$ cat config.mk
export PLATFORM = sky130hd
export DESIGN_NAME = csr_file
export DESIGN_NICKNAME = d
export VERILOG_FILES = /design/src/rtl/csr_file_pkg.sv /design/src/rtl/csr_file_counter64.sv /design/src/rtl/csr_file.sv
export SDC_FILE = /design/constraint.sdc
export NUM_CORES = 1
export LEC_CHECK = 0
export BUFFER_PORTS_ARGS = -buffer_cell sky130_fd_sc_hd__buf_2
export CORE_MARGIN = 3
export CORE_UTILIZATION = 45
export DETAILED_ROUTE_END_ITERATION = 6
export HOLD_SLACK_MARGIN = 0.1
export PLACE_DENSITY = 0.75
export SYNTH_ARGS = -nofsm -noshare
export SYNTH_HDL_FRONTEND = slang
export SYNTH_SLANG_ARGS = --single-unit
export TNS_END_PERCENT = 5
$ cat constraint.sdc
create_clock -name clk -period 3.1 [get_ports clk]
set_input_delay 0.62 -clock clk [delete_from_list [all_inputs] [get_ports clk]]
set_output_delay 0.62 -clock clk [all_outputs]
set_load 0.05 [all_outputs]
$ cat src/rtl/csr_file_pkg.sv
// Shared CSR definitions: implemented address map, mstatus bit positions and misa value.
package csr_file_pkg;

    typedef enum logic [11:0] {
        CsrMstatus   = 12'h300,
        CsrMisa      = 12'h301,
        CsrMtvec     = 12'h305,
        CsrMscratch  = 12'h340,
        CsrMepc      = 12'h341,
        CsrMcause    = 12'h342,
        CsrMtval     = 12'h343,
        CsrMcycle    = 12'hB00,
        CsrMinstret  = 12'hB02,
        CsrMcycleh   = 12'hB80,
        CsrMinstreth = 12'hB82,
        CsrCycle     = 12'hC00,
        CsrInstret   = 12'hC02,
        CsrCycleh    = 12'hC80,
        CsrInstreth  = 12'hC82,
        CsrMhartid   = 12'hF14
    } csr_addr_t;

    localparam int unsigned MSTATUS_MIE_BIT  = 3;
    localparam int unsigned MSTATUS_MPIE_BIT = 7;

    localparam logic [31:0] MISA_VALUE = 32'h4000_0100;

endpackage

$ cat src/rtl/csr_file_counter64.sv
// 64-bit free-running counter with independent low/high word writes.
// A word write in a cycle suppresses that cycle's increment.
module csr_counter64 (
    input  logic        clk,
    input  logic        rst_n,
    input  logic        inc,
    input  logic        wr_lo,
    input  logic [31:0] wdata_lo,
    input  logic        wr_hi,
    input  logic [31:0] wdata_hi,
    output logic [63:0] count
);

    logic [63:0] count_q;
    logic [63:0] count_d;

    always_comb begin
        count_d = count_q;
        if (wr_lo || wr_hi) begin
            if (wr_lo) count_d[31:0]  = wdata_lo;
            if (wr_hi) count_d[63:32] = wdata_hi;
        end else if (inc) begin
            count_d = count_q + 64'd1;
        end
    end

    always_ff @(posedge clk or negedge rst_n) begin
        if (!rst_n) begin
            count_q <= 64'd0;
        end else begin
            count_q <= count_d;
        end
    end

    assign count = count_q;

endmodule

$ cat src/rtl/csr_file.sv
// Machine-mode CSR file: trap entry/mret sequencing, counters and combinational read mux.
module csr_file
    import csr_file_pkg::*;
#(
    parameter logic [31:0] HART_ID     = 32'd0,
    parameter logic [31:0] RESET_MTVEC = 32'h0000_0000
) (
    input  logic        clk,
    input  logic        rst_n,
    input  logic [11:0] csr_addr,
    output logic [31:0] csr_data,
    output logic        csr_illegal,
    input  logic        csr_wb_en,
    input  logic [31:0] csr_next,
    input  logic        trap_req,
    input  logic [31:0] trap_cause,
    input  logic [31:0] trap_pc,
    input  logic [31:0] trap_tval,
    input  logic        mret,
    input  logic        instr_retire,
    output logic [31:0] mepc,
    output logic [31:0] trap_vector
);

    logic        mie_q, mpie_q;
    logic [31:0] mtvec_q, mscratch_q, mepc_q, mcause_q, mtval_q;
    logic [63:0] mcycle, minstret;
    logic        implemented, read_only, wr_ok;

    assign read_only = (csr_addr[11:10] == 2'b11);
    // Lower-priority events are dropped when a trap or mret retires this cycle.
    assign wr_ok = csr_wb_en && !trap_req && !mret && implemented && !read_only;

    always_comb begin
        csr_data    = 32'd0;
        implemented = 1'b1;
        case (csr_addr)
            CsrMstatus: begin
                csr_data                   = 32'h0000_1800;
                csr_data[MSTATUS_MIE_BIT]  = mie_q;
                csr_data[MSTATUS_MPIE_BIT] = mpie_q;
            end
            CsrMisa:                 csr_data = MISA_VALUE;
            CsrMtvec:                csr_data = mtvec_q;
            CsrMscratch:             csr_data = mscratch_q;
            CsrMepc:                 csr_data = mepc_q;
            CsrMcause:               csr_data = mcause_q;
            CsrMtval:                csr_data = mtval_q;
            CsrMcycle, CsrCycle:     csr_data = mcycle[31:0];
            CsrMcycleh, CsrCycleh:   csr_data = mcycle[63:32];
            CsrMinstret, CsrInstret: csr_data = minstret[31:0];
            CsrMinstreth, CsrInstreth: csr_data = minstret[63:32];
            CsrMhartid:              csr_data = HART_ID;
            default:                 implemented = 1'b0;
        endcase
    end

    assign csr_illegal = !implemented || (csr_wb_en && read_only);
    assign mepc        = mepc_q;
    assign trap_vector = {mtvec_q[31:2], 2'b00};

    always_ff @(posedge clk or negedge rst_n) begin
        if (!rst_n) begin
            mie_q      <= 1'b0;
            mpie_q     <= 1'b0;
            mtvec_q    <= RESET_MTVEC;
            mscratch_q <= 32'd0;
            mepc_q     <= 32'd0;
            mcause_q   <= 32'd0;
            mtval_q    <= 32'd0;
        end else if (trap_req) begin
            mepc_q   <= {trap_pc[31:2], 2'b00};
            mcause_q <= trap_cause;
            mtval_q  <= trap_tval;
            mpie_q   <= mie_q;
            mie_q    <= 1'b0;
        end else if (mret) begin
            mie_q  <= mpie_q;
            mpie_q <= 1'b1;
        end else if (wr_ok) begin
            case (csr_addr)
                CsrMstatus: begin
                    mie_q  <= csr_next[MSTATUS_MIE_BIT];
                    mpie_q <= csr_next[MSTATUS_MPIE_BIT];
                end
                CsrMtvec:    mtvec_q    <= {csr_next[31:2], 2'b00};
                CsrMscratch: mscratch_q <= csr_next;
                CsrMepc:     mepc_q     <= {csr_next[31:2], 2'b00};
                CsrMcause:   mcause_q   <= csr_next;
                CsrMtval:    mtval_q    <= csr_next;
                default:     ;
            endcase
        end
    end

    csr_counter64 u_mcycle (
        .clk      (clk),
        .rst_n    (rst_n),
        .inc      (1'b1),
        .wr_lo    (wr_ok && (csr_addr == CsrMcycle)),
        .wdata_lo (csr_next),
        .wr_hi    (wr_ok && (csr_addr == CsrMcycleh)),
        .wdata_hi (csr_next),
        .count    (mcycle)
    );

    csr_counter64 u_minstret (
        .clk      (clk),
        .rst_n    (rst_n),
        .inc      (instr_retire && !trap_req),
        .wr_lo    (wr_ok && (csr_addr == CsrMinstret)),
        .wdata_lo (csr_next),
        .wr_hi    (wr_ok && (csr_addr == CsrMinstreth)),
        .wdata_hi (csr_next),
        .count    (minstret)
    );

endmodule

# After elaboration in Yosys (flattened, before gate mapping)
# Index checks and enable logic that the tools add are counted.
# totals
ff_bits	288
inputBits	146
out_inout_bits	97
word_cells	103
# classes
addsub	2
n_eq_ne	22
n_mux	29
bitwise_logic	2
n_reduce_logical	37
# ops
operator	n
$mux W32	16
$pmux W32 S11	1
$mux W64	3
$add A64 B1 Y64 const B	2
$eq A12 B12 Y1 const B	9
$eq A12 B10 Y1 const B	7
$reduce_or A16 Y1	1
$logic_and A1 B1 Y1	10
$reduce_bool A2 Y1	5
$mux W1	9
$reduce_and A3 Y1	3
$ne A2 B1 Y1 const B	4
$reduce_and A4 Y1	2
$reduce_or A2 Y1	4
$reduce_and A2 Y1	3
$reduce_bool A3 Y1	2
$logic_not A1 Y1	4
$logic_or A1 B1 Y1	3
$eq A2 B2 Y1 const B	1
$ne A2 B2 Y1 const B	1
$not A1 Y1	2

# Longest topological paths before layout
# Gate-level depths: netlist of the first run.
# logic_depth
depth_word	9
mapped_depth	10
depth_no_buf	7

# Cells and area by module
# Synthesis of the first run repeated with hierarchy kept, for this count alone.
# hier_totals
cells_unflattened	1996
area_unflattened_um2	17613.1
# by_module_without_submodules
mod	n_inst	cells_per_inst	area_per_inst_um2	seq_area_each_um2
csr_file	1	1018	9511.6	3953.8
csr_counter64 at u_mcycle	1	494	4065.1	1601.5
csr_counter64 at u_minstret	1	484	4036.4	1601.5

# Least setup slack after synthesis of the first run
# No wires, ideal clock.
# synth_timing
path_type	input to output
start	in csr_addr[10]
end	out csr_data[11]
arrival_ns	3.674
required_time_ns	2.480
path_slack_ns	-1.194
cell_stages	6
path_buffers	1
cell_sequence	nand3b_1 > nor4_1 > and3_1 > buf_4 > a21oi_1 > o311ai_0
# synth_between
elab_chain_cells	3
# synth_lines
item	line	source
start: declaration	csr_file.sv:10	input logic [11:0] csr_addr,
$eq A12 B12 Y1	csr_file.sv:37	case (csr_addr)
$reduce_or A2 Y1, on equally long branches	n/a	
$pmux W32 S11 *	csr_file.sv:37	
end: declaration	csr_file.sv:11	output logic [31:0] csr_data,
# Every way passes the cells marked *; elsewhere a longest branch is shown, timed or not.

# Worst setup path in the final report of the first run
# layout_timing
start	in csr_addr[6]
end	out csr_data[11]
# The elaborated chain is that of the path after synthesis.

==> results of run 1 <==
[cells in the mapped netlist (5+ instances only)]
cell / number
o22a_1: 11
a211oi_1: 12
dfrtp_1: 286
clkbuf_1: 113
and4_1: 13
o21ai_1: 10
o211ai_1: 6
nand2_1: 209
a222oi_1: 16
nor2_1: 119
nand3_1: 101
mux2i_1: 126
nor3_1: 46
a21oi_1: 149
nor4_1: 13
buf_4: 11
a31oi_1: 15
a22o_1: 8
o31ai_1: 9
and2_1: 7
nor4_4: 6
o2bb2ai_1: 24
buf_2: 47
inv_1: 16
a22oi_1: 65
or4_1: 8
o32ai_1: 5
o22ai_1: 42
o21a_1: 10
nand3b_1: 5
mux2_2: 62
and3_1: 27
or3_1: 13
a221oi_1: 29
a2bb2oi_1: 8
nand2b_1: 8
o21ai_0: 163
nand4_1: 42
[how the worst max path moves through the flow]
stage	from	to	slack [ns]	cells past startpoint
2_1_floorplan	csr_addr[10]	csr_data[11]	-0.15	6
3_3_place_gp	csr_addr[9]	csr_data[24]	-0.28	9
3_5_place_dp	csr_addr[9]	csr_data[24]	-0.28	9
4_1_cts	csr_addr[9]	csr_data[9]	-0.03	10
5_1_grt	csr_addr[9]	csr_data[23]	-0.13	11
6_report	csr_addr[6]	csr_data[11]	-0.04	8
[final cells by class]
cell class / instances / area, um2 / area share, %
flip-flops and latches: 286 / 7160 / 33.8
inverters: 16 / 60.1 / 0.284
multi-input cells: 1455 / 9510 / 44.9
clock inverters: 19 / 262 / 1.23
well taps: 511 / 639 / 3.02
clock buffers: 42 / 921 / 4.35
repair buffers: 367 / 2630 / 12.4
[cell families (layout without fill, tap and decap cells)]
kind of cell	Yosys count	after routing	synth area share, %
other cells	1	4	0.0218
buf+inv	193	444	4.88
simple gates	652	652	19.4
fa+ha+maj	2	2	0.145
compound gates	607	607	22.5
flops	286	286	41.5
mux	190	190	11.6
[metal layers]
layer,track usage [%],routed length (um),up-vias
li1,-,-,7729
met4,13.6,3090,2
met5,0,13,-
met2,51.1,31600,1226
met1,44.0,26600,8718
met3,7.04,7900,225
[flip-flops by register name (all words and copies together), names as in the netlist]
signal            cells
mie_q                 1
u_mcycle.count       64
mepc                 30
u_minstret.count     64
mpie_q                1
mtvec_q              30
mcause_q             32
mscratch_q           32
mtval_q              32
[worst reg2reg max path, stage by stage (launching register included)]
cell	delay, ns
dfrtp_1	0.48
ha_1	0.27
nand3_1	0.31
or3_1	0.55
nor2_1	0.37
and3_1	0.24
a31oi_1	0.09
o22a_1	0.22
[power by group]
group	switching [mW]	total, mW	internal (mW)
logic	0.738	1.09	0.353
clock network	1.75	4.30	2.56
registers	0.284	4.24	3.95
[per-stage QoR]
step | setup slack [ns] | util (%)
CTS | -0.0251 | 55.6
finish | -0.0440 | 56.2
floorplan | -0.146 | -
global route | -0.130 | 56.2
detailed placement | -0.279 | 52.1
global placement | -0.283 | 52.1
[cell usage in the layout (no fill, tap or decap), types with 62 or more instances in the layout]
| cell type | instances |
|---|---|
| mux2_2 | 62 |
| nand3_1 | 99 |
| o21ai_0 | 163 |
| nand2_1 | 209 |
| a21oi_1 | 149 |
| buf_2 | 205 |
| buf_4 | 112 |
| mux2i_1 | 125 |
| nor2_1 | 112 |
| a22oi_1 | 64 |
| dfrtp_1 | 286 |
[repair_timing]
action	CTS	global route
endpoints found under the setup margin	32	32
endpoints found under the hold margin	55	0
buffers inserted	0	4
hold buffers	1	0
gates resized for setup	32	49
pin swaps	3	12
==> impl_metrics.json, run 1 <==
{
  "hold_viol_final": 0,
  "r2r_start": "u_minstret.count[0]$_DFFE_PN0P_",
  "crit_top_cell": "buf_4",
  "cp_top_family": "simple AND/OR/NAND/NOR gates",
  "power.density_nw_per_um2": 455,
  "slew_headroom_pct": 55.5,
  "grt.overflow.total": 0,
  "holdPathStages": 3,
  "path_clk_slew_ns": 0.06,
  "synth_top_area_share_pct": 41.5,
  "cts_buffers": 34,
  "fillers": 3330,
  "routed_wl_um": 69200,
  "worstHoldStart": "trap_pc[20]",
  "ant_nets": 0,
  "setup_viol_count_final": 5,
  "ios": 243,
  "first_global_vias": 16900,
  "dp_cells": 2630,
  "synth_flop_cell": "dfrtp_1",
  "synth.cell_area_um2": 17200,
  "synthArstFlopShare_pct": 100,
  "numPortBuffers": 236,
  "finalHoldWorstSlack_ns": 0.266,
  "fin_crit_sh_pct": 101,
  "cts_tree": "built",
  "fmax_mhz": 318,
  "antennaDiodeCount": 0,
  "drt_iter0_drc": 2500,
  "grt_pass1_wl_um": 103000,
  "synth_cells": 1931,
  "crit_required_ns": 2.48,
  "slew_violations": 0,
  "fin_cells": 2696,
  "synth.distinct_cells": 79,
  "yosysWarnings": 0,
  "wl_per_cell_um": 25.7,
  "design_area_um2": 21200,
  "drt-vias-per-instance": 6.64,
  "dp_hpwl_um": 48500,
  "die_w_um": 202,
  "area_delta_synth_final_pct": 22.9,
  "max_cap_viol_count": 0,
  "cts_buffer_depth": 3,
  "tns_ns": -0.0912,
  "synth_area_leaders": "dfrtp_1 42%, mux2i_1 7.3%, o21ai_0 4.7%",
  "clock_latency_ns": 0.56,
  "timing.rr.end": "u_minstret.count[22]$_DFFE_PN0P_",
  "start_util_pct": 45.8,
  "drc": 12,
  "grt_max_degree": 158,
  "synth_edf_count": 0,
  "r2r_cells": 7,
  "die_height_um": 202,
  "arrival_ns": 2.52,
  "layout-drive-gt1-share_pct": 25.8,
  "vias": 17900,
  "root_buffer": "clkbuf_16",
  "rsz0062_at_grt": "yes",
  "cp_num_buf_inv": 4,
  "grt.total_usage_pct": 32.6,
  "slowest_stage": "or4b_1",
  "crit_type": "input pin to output pin",
  "place_area_um2": 19600,
  "startpoint_type": "input pin",
  "cp-end-kind": "output pin",
  "antenna_found_initial": 1,
  "drt_first_pass_iters": 7,
  "violations": "DRC, setup timing",
  "tightest_slew_ns": 0.668,
  "period_minus_slack_ns": 3.14,
  "synth-seq-cells": 286,
  "skew_ns": 0.0204,
  "core_um2": 37700,
  "power_mw": 9.63,
  "hold_path_end": "mepc[20]$_DFFE_PN0P_",
  "gp_congestion": 0.968,
  "cts_num_sinks": 286,
  "die_area_um2": 40700,
  "hold_path_class": "input pin to flop",
  "rows": 71,
  "worst-r2r-setup-slack_ns": 0.47,
  "ir_drop_uv": 295,
  "worstPathMaxFanout": 18,
  "nets": 2308,
  "run_status": "complete, but fails checks",
  "htree_levels": 2,
  "avgSynthCellArea_um2": 8.93,
  "ys_seq_area_share_pct": 41.5,
  "yosysTopAreaCell": "dfrtp_1",
  "finalWorstSetupSlack_ns": -0.0440,
  "path_cells": "buf_2 -> or4b_1 -> nor3_2 -> buf_12 -> a22oi_1 -> buf_4 -> o311ai_2 -> buf_4",
  "cpPeakStageDelay_ns": 0.66,
  "p_leak_nw": 8.95
}
(Power assumes the default switching activity.)
==> run 2: changes to the inputs <==
--- a/config.mk
+++ b/config.mk
@@ -8,6 +8,7 @@
 export BUFFER_PORTS_ARGS = -buffer_cell sky130_fd_sc_hd__buf_2
 export CORE_MARGIN = 3
 export CORE_UTILIZATION = 45
+export CTS_BUF_LIST = sky130_fd_sc_hd__clkbuf_16
 export DETAILED_ROUTE_END_ITERATION = 6
 export HOLD_SLACK_MARGIN = 0.1
 export PLACE_DENSITY = 0.75
==> run 2 against run 1 <==
Against the previous run:
- the flow still finishes with violations (DRC, setup timing)
- routed wire length about the same
- cell count unchanged
- critical path type unchanged
- worst hold slack better by 0.0040 ns
- sequential power about the same
- setup slack worse by 0.0020 ns
- combinational power about the same
- die area unchanged
- clock skew about the same
- utilization down 0.083 points
==> impl_metrics.json, run 2 (synthesized netlist as in run 1, its figures left out) <==
{
  "multiInputGateArea_um2": 9530,
  "vias": 17900,
  "holdPathStages": 3,
  "die_height_um": 202,
  "place_area_um2": 19600,
  "clock_latency_ns": 0.56,
  "hold_viol_final": 0,
  "antennaDiodeCount": 0,
  "timing.rr.end": "u_minstret.count[22]$_DFFE_PN0P_",
  "tns_ns": -0.118,
  "top_layer_used": "met5",
  "grt_max_degree": 158,
  "drt_iter0_drc": 2559,
  "skew_ns": 0.0203,
  "period_minus_slack_ns": 3.15,
  "die_area_um2": 40700,
  "ir_drop_uv": 297,
  "arrival_ns": 2.53,
  "drt_first_pass_iters": 7,
  "power.density_nw_per_um2": 450,
  "nets": 2308,
  "ios": 243,
  "first_global_vias": 16900,
  "layout_commonest_cell": "dfrtp_1",
  "wl_met1_um": 26900,
  "cp-end-kind": "output pin",
  "fin_crit_sh_pct": 101,
  "final_util_pct": 56.2,
  "hold_path_end": "mtval_q[27]$_DFFE_PN0P_",
  "mostFrequentLayoutCells": "286 x dfrtp_1, 209 x nand2_1, 208 x buf_2",
  "wl_per_cell_um": 25.7,
  "cts_buffers": 34,
  "crit_required_ns": 2.48,
  "routed-wl-met2_um": 31500,
  "area_delta_synth_final_pct": 22.7,
  "slew_headroom_pct": 55.5,
  "crit_type": "input pin to output pin",
  "dp_cells": 2630,
  "dp_hpwl_um": 48500,
  "setup_viol_count_final": 6,
  "die_w_um": 202,
  "fin_cells": 2696,
  "violations": "DRC, setup timing",
  "fmax_mhz": 318,
  "worstHoldStart": "trap_tval[27]",
  "antenna_found_initial": 1,
  "grt.overflow.total": 0,
  "r2r_cells": 7,
  "startpoint_type": "input pin",
  "grt_pass1_wl_um": 103000,
  "cts_tree": "built",
  "routed_wl_um": 69300,
  "finalHoldWorstSlack_ns": 0.270,
  "ant_nets": 0,
  "drc": 26,
  "rows": 71,
  "p_leak_nw": 8.95,
  "r2r_start": "u_minstret.count[0]$_DFFE_PN0P_",
  "finalWorstSetupSlack_ns": -0.0460,
  "cts_buffer_depth": 3,
  "layout-drive-gt1-share_pct": 25.6,
  "run_status": "complete, but fails checks",
  "dr_wl_met3_um": 7760,
  "cts_num_sinks": 286,
  "rsz0062_at_grt": "yes",
  "ff_latch_area_um2": 7160,
  "grt.total_usage_pct": 32.6,
  "worst-r2r-setup-slack_ns": 0.45,
  "hold_path_class": "input pin to flop",
  "max_cap_viol_count": 0,
  "htree_levels": 2,
  "start_util_pct": 45.8,
  "tightest_slew_ns": 0.668,
  "root_buffer": "clkbuf_16",
  "path_clk_slew_ns": 0.06,
  "design_area_um2": 21200,
  "fillers": 3328,
  "numPortBuffers": 236,
  "worstPathMaxFanout": 18,
  "core_um2": 37700,
  "slew_violations": 0,
  "drt-vias-per-instance": 6.65,
  "gp_congestion": 0.968
}
## run 2: cell count changes in the layout (fill, tap and decap cells not counted), sizes merged
| cell | delta |
|---|---|
| buf | +2 |
| clkinv | +4 |
| clkbuf | -10 |
| inv | +4 |
## run 2: worst max-delay path, cell delays in order
cell and delay (ns):
buf_2 0.13, or4b_1 0.66, nor3_2 0.24, buf_12 0.23, a22oi_1 0.12, buf_4 0.16
o311ai_2 0.09, buf_4 0.27
## run 2: repair_timing
| item | 4_1_cts | 5_1_grt |
|---|---|---|
| hold endpoints to repair | 55 | 0 |
| pin swaps | 3 | 12 |
| resized for setup | 32 | 49 |
| endpoints found under the setup margin | 32 | 32 |
| hold buffers | 1 | 0 |
| setup buffers | 0 | 4 |
## run 2: power by group
part | internal (mW) | switching [mW]
sequential | 3.95 | 0.284
combinational | 0.353 | 0.737
clock | 2.45 | 1.75
## run 2: metal layers
metal,up-vias,track usage [%]
met2,1216,51.0
met3,239,7.28
met4,2,13.6
met5,-,0
met1,8724,43.9
li1,7738,-
## run 2: layout make-up
type / instances / area share, %
clock buffer: 34 / 4.02
clock inverter: 27 / 1.38
inverter: 16 / 0.284
multi-input combinational: 1455 / 45.0
sequential: 286 / 33.8
tap: 511 / 3.02
timing repair buffer: 367 / 12.4
## run 2: worst max path at each step
| stage | startpoint | endpoint | slack [ns] |
|---|---|---|---|
| 2_1_floorplan | csr_addr[10] | csr_data[11] | -0.15 |
| 3_3_place_gp | csr_addr[9] | csr_data[24] | -0.28 |
| 3_5_place_dp | csr_addr[9] | csr_data[24] | -0.28 |
| 4_1_cts | csr_addr[9] | csr_data[9] | -0.03 |
| 5_1_grt | csr_addr[9] | csr_data[23] | -0.12 |
| 6_report | csr_addr[6] | csr_data[11] | -0.05 |
## run 2: per-stage QoR
step | total power [mW] | worst slack, ns
floorplan | 4.79 | -0.146
global placement | 5.31 | -0.283
detailed placement | 5.34 | -0.279
CTS | 9.50 | -0.0251
global route | 9.77 | -0.124
finish | 9.52 | -0.0460
